### config.mk
export PLATFORM = sky130hd
export DESIGN_NAME = stream_demux_1xn
export DESIGN_NICKNAME = d
export VERILOG_FILES = /design/src/rtl/stream_demux_pkg.sv /design/src/rtl/stream_demux_slot.sv /design/src/rtl/stream_demux_1xn.sv
export SDC_FILE = /design/constraint.sdc
export NUM_CORES = 1
export LEC_CHECK = 0
export BUFFER_PORTS_ARGS = -buffer_cell sky130_fd_sc_hd__buf_2
export CAP_MARGIN = 0
export CORE_MARGIN = 2
export CORE_UTILIZATION = 55
export CTS_CLUSTER_DIAMETER = 150
export DETAILED_ROUTE_END_ITERATION = 10
export PLACE_DENSITY = 0.84
export SYNTH_ARGS = -nofsm -noshare
export SYNTH_HDL_FRONTEND = slang
export SYNTH_HIERARCHICAL = 1
export SYNTH_SLANG_ARGS = --single-unit
### constraint.sdc
create_clock -name clk -period 3 [get_ports clk]
set_input_delay 0.6 -clock clk [delete_from_list [all_inputs] [get_ports clk]]
set_output_delay 0.6 -clock clk [all_outputs]
set_load 0.05 [all_outputs]
### src/rtl/stream_demux_pkg.sv
// Shared types and configuration checks for the 1-to-N stream demultiplexer.
package stream_demux_pkg;

  localparam int MIN_OUT = 2;
  localparam int MAX_OUT = 16;

  typedef enum logic {
    IDLE = 1'b0,
    PKT  = 1'b1
  } state_t;

  // Legal only if the channel count is in range and every channel is addressable.
  function automatic bit sel_ok(input int n_out, input int sel_w);
    return (n_out >= MIN_OUT) && (n_out <= MAX_OUT) && ((1 << sel_w) >= n_out);
  endfunction

endpackage

### src/rtl/stream_demux_slot.sv
// One-entry valid/ready register holding a payload beat and its last flag.
module stream_demux_slot #(
  parameter int DATA_W = 8
) (
  input  logic              clk,
  input  logic              rst_n,
  input  logic              load,
  input  logic [DATA_W-1:0] load_data,
  input  logic              load_last,
  input  logic              ready,
  output logic              valid,
  output logic [DATA_W-1:0] data,
  output logic              last
);

  // A load in the same cycle as a drain wins, keeping valid high.
  always_ff @(posedge clk or negedge rst_n) begin
    if (!rst_n) begin
      valid <= 1'b0;
      data  <= '0;
      last  <= 1'b0;
    end else if (load) begin
      valid <= 1'b1;
      data  <= load_data;
      last  <= load_last;
    end else if (ready) begin
      valid <= 1'b0;
    end
  end

endmodule

### src/rtl/stream_demux_1xn.sv
// 1-to-N packet demux: route chosen on the first beat and held until the last;
// packets addressed past N_OUT are swallowed and counted.
module stream_demux_1xn
  import stream_demux_pkg::*;
#(
  parameter int N_OUT  = 4,
  parameter int DATA_W = 8,
  parameter int SEL_W  = 3,
  parameter int CNT_W  = 8
) (
  input  logic                    clk,
  input  logic                    rst_n,
  input  logic                    in_valid,
  output logic                    in_ready,
  input  logic [DATA_W-1:0]       in_data,
  input  logic [SEL_W-1:0]        in_sel,
  input  logic                    in_last,
  output logic [N_OUT-1:0]        out_valid,
  input  logic [N_OUT-1:0]        out_ready,
  output logic [N_OUT*DATA_W-1:0] out_data,
  output logic [N_OUT-1:0]        out_last,
  output logic [CNT_W-1:0]        drop_cnt,
  output logic                    busy
);

  if (!sel_ok(N_OUT, SEL_W)) begin : g_bad_cfg
    $error("stream_demux_1xn: N_OUT must be 2..16 and fit in SEL_W bits");
  end

  localparam logic [SEL_W:0] N_OUT_V = (SEL_W+1)'(N_OUT);

  state_t           state_q, state_d;
  logic [SEL_W-1:0] dest_q;
  logic [SEL_W-1:0] dest;
  logic             dest_ok;
  logic             accept;
  logic [N_OUT-1:0] hit;
  logic [N_OUT-1:0] load;

  assign dest    = (state_q == PKT) ? dest_q : in_sel;
  assign dest_ok = {1'b0, dest} < N_OUT_V;

  // in_ready is combinational from out_ready of the selected channel.
  assign in_ready = !dest_ok || |(hit & (~out_valid | out_ready));
  assign accept   = in_valid && in_ready;
  assign busy     = (state_q == PKT);

  for (genvar k = 0; k < N_OUT; k++) begin : g_lane
    assign hit[k]  = dest_ok && (dest == SEL_W'(k));
    assign load[k] = accept && hit[k];

    stream_demux_slot #(.DATA_W(DATA_W)) u_slot (
      .clk       (clk),
      .rst_n     (rst_n),
      .load      (load[k]),
      .load_data (in_data),
      .load_last (in_last),
      .ready     (out_ready[k]),
      .valid     (out_valid[k]),
      .data      (out_data[k*DATA_W +: DATA_W]),
      .last      (out_last[k])
    );
  end

  always_ff @(posedge clk or negedge rst_n) begin
    if (!rst_n) state_q <= IDLE;
    else        state_q <= state_d;
  end

  always_comb begin
    state_d = state_q;
    case (state_q)
      IDLE: if (accept && !in_last) state_d = PKT;
      PKT:  if (accept &&  in_last) state_d = IDLE;
      default: state_d = IDLE;
    endcase
  end

  always_ff @(posedge clk or negedge rst_n) begin
    if (!rst_n)                                dest_q <= '0;
    else if (state_q == IDLE && accept && !in_last) dest_q <= in_sel;
  end

  // One count per discarded packet, taken on its last beat.
  always_ff @(posedge clk or negedge rst_n) begin
    if (!rst_n)
      drop_cnt <= '0;
    else if (accept && !dest_ok && in_last && drop_cnt != '1)
      drop_cnt <= drop_cnt + CNT_W'(1);
  end

endmodule

==> impl_metrics.yaml <==
routing:
  dr.pass1.iters: 4
  vias: 1497
  initialDrtViolationCount: 108
  avgViaCountPerCell: 5.27
  ant_nets: 0
  drc: 0
  routed_wl_mm: 4.70
  avgRoutedWirePerCell_um: 16.6
global_routing:
  grt_start_max_net_pins: 53
  antenna_found_initial: 0
  overflow: 0
  grt_pass1_wl_mm: 7.54
  first_global_vias: 1481
  grt_usage_pct: 20.2
setup_path:
  slowest_stage: "dfrtp_1"
  end_kind: "output pin"
  cp_cell_sequence: "mux2i_4 -> o21ai_1 -> o221ai_4 -> or2_1 -> buf_2"
  arrival_ps: 2080
  critPathMaxFanout: 11
  crit_required_ps: 2400
  cp_slowest_stage_delay_ps: 580
  start_kind: "flip-flop"
  critical_path_class: "reg -> out"
place:
  port_buffers: 68
  hpwlAfterDp_mm: 3.41
  gp_congestion: 0.779
clocking:
  root_buffer: "clkbuf_8"
  cts_buffers: 5
  cts_buffer_depth: 2
  cts_setup_buffers: 0
  post_cts_resized: 0
  clkLatencyLatePin_ps: 310
  clkTransAtPathRegs_ps: 90
  h-tree-depth: 2
  hold_buffers: 0
  cts_tree: "built"
  clock_sinks: 52
cells_and_area:
  diodes: 0
  syn2layout_area_growth_pct: 20.3
  layout_common_cells: "buf_2, dfrtp_1, mux2_4, inv_1, nor2_1"
  drive_gt1_share_pct: 55.1
  fillers: 293
  layout_commonest_cell: "buf_2"
  final_nets: 253
  utilization_pct: 70.0
synth:
  syn-num-nets: 177
  avgSynthCellArea_um2: 15.1
  ys_ff_latch: 52
  synth_seq_area_share_pct: 54.7
  synth_area_mm2: 0.00238
  synth.yosys.warnings: 6
  syn_inst: 157
  ys_types: 33
timing:
  maxSlewHeadroom_pct: 57.5
  period_share_pct: 89.2
  hold_viol: 0
  finClkSkew_ps: 8.88
  slew_viol_final: 0
  rsz0062_at_grt: "no"
  period_needed_ps: 2680
  fmax_mhz: 374
  setup_viol: 0
  worst_slew_pin_slew_ps: 637
  whs_ps: 395
  timing.setup.tns_ps: 0
floorplan:
  core-area_mm2: 0.00409
  std_cell_rows: 23
  pin_count: 69
  start_util_pct: 58.2
  dieArea_mm2: 0.00486
  die_h_um: 69.7
  die_w_um: 69.7
run_status:
  outcome: "complete, no violations"
worst_hold_path:
  holdCritPathClass: "in -> async"
job:
  cap_violations: 0
## flip-flops by register name, indices dropped and copies added, names as in the netlist, named ones only
register and cells:
g_lane.u_slot/data 32, drop_cnt 8, g_lane.u_slot/last 4, g_lane.u_slot/valid 4, dest_q 3
## area by class of cell
cell class                      instances  area (µm²)  share of cell area [%]
Inverter                               10        37.5                    1.31
Tap cell                               50        62.6                    2.19
Clock buffer                            5        68.8                    2.41
Multi-Input combinational cell         90         986                    34.5
Clock inverter                          3        18.8                   0.656
Sequential cell                        52        1300                    45.5
Timing Repair Buffer                   74         385                    13.5
## synth_stat cells
cell type	instances	area, µm²
dfrtp_1	52	1300
ha_1	1	12.5
inv_1	10	37.5
a311oi_2	1	15.0
o211ai_4	1	21.3
mux2i_4	1	22.5
a211oi_1	1	7.51
mux2i_1	2	20.0
o32a_1	1	10.0
a21o_2	4	35.0
nand3_1	1	5.00
mux2_4	38	571
a32oi_1	1	8.76
nor3_1	1	5.00
and2_1	1	6.26
and3_1	3	18.8
buf_4	1	7.51
or2_1	1	6.26
o221ai_4	1	26.3
buf_6	4	45.0
nor3b_1	1	7.51
nor2_1	7	26.3
a31oi_2	1	12.5
o21ai_1	4	20.0
nand4_1	2	12.5
nand2_1	4	15.0
mux2_1	1	11.3
and4_1	1	8.76
xnor2_1	5	43.8
xor2_1	2	17.5
o22ai_1	1	6.26
nor2b_1	1	6.26
o211ai_1	1	7.51
## stage by stage
step / instance area (µm²) / cells / setup slack, ps
CTS: 2860 / 284 / 319
finish: 2860 / 284 / 324
detailed placement: 2770 / 276 / 525
global route: 2860 / 284 / 183
global placement: 2770 / 276 / 576
floorplan: 2380 / 157 / 468
## path summary, 6_finish.rpt
kind	endpoint	slack (ps)	cells past startpoint
min reg2reg	drop_cnt[5]$_DFFE_PN0P_	500	1
min in group clk	drop_cnt[5]$_DFFE_PN0P_	500	1
max	in_ready	320	5
min	g_lane[2].u_slot/data[7]$_DFFE_PN0P_	390	2
max reg2reg	g_lane[2].u_slot/data[3]$_DFFE_PN0P_	620	7
max in group asynchronous	drop_cnt[1]$_DFFE_PN0P_	2190	2
## per-layer routing
layer | GRT usage [%] | up-vias | wire length, µm
met5 | 0 | - | 0
met4 | 6.20 | 0 | 55
met3 | 6.83 | 6 | 286
met2 | 31.7 | 46 | 2240
met1 | 26.8 | 744 | 2120
li1 | - | 701 | -
## logic make-up after synthesis
logic type | synth area share, %
mux | 26.3
flops | 54.7
xor+xnor | 2.58
fa+ha+maj | 0.526
buf+inv | 3.79
compound gates | 7.16
simple gates | 4.95
## critical path, delay by kind of cell, from the launching register on
kind | cells | cell delay [ps]
AOI/OAI and AO/OA | 2 | 410
buffers and inverters | 1 | 260
DFF | 1 | 580
muxes | 1 | 370
and+or+nand+nor | 1 | 150
Power is left out: the tool's default activity adds up to more than one toggle a clock period on the data nets, which glitch-free logic cannot reach.
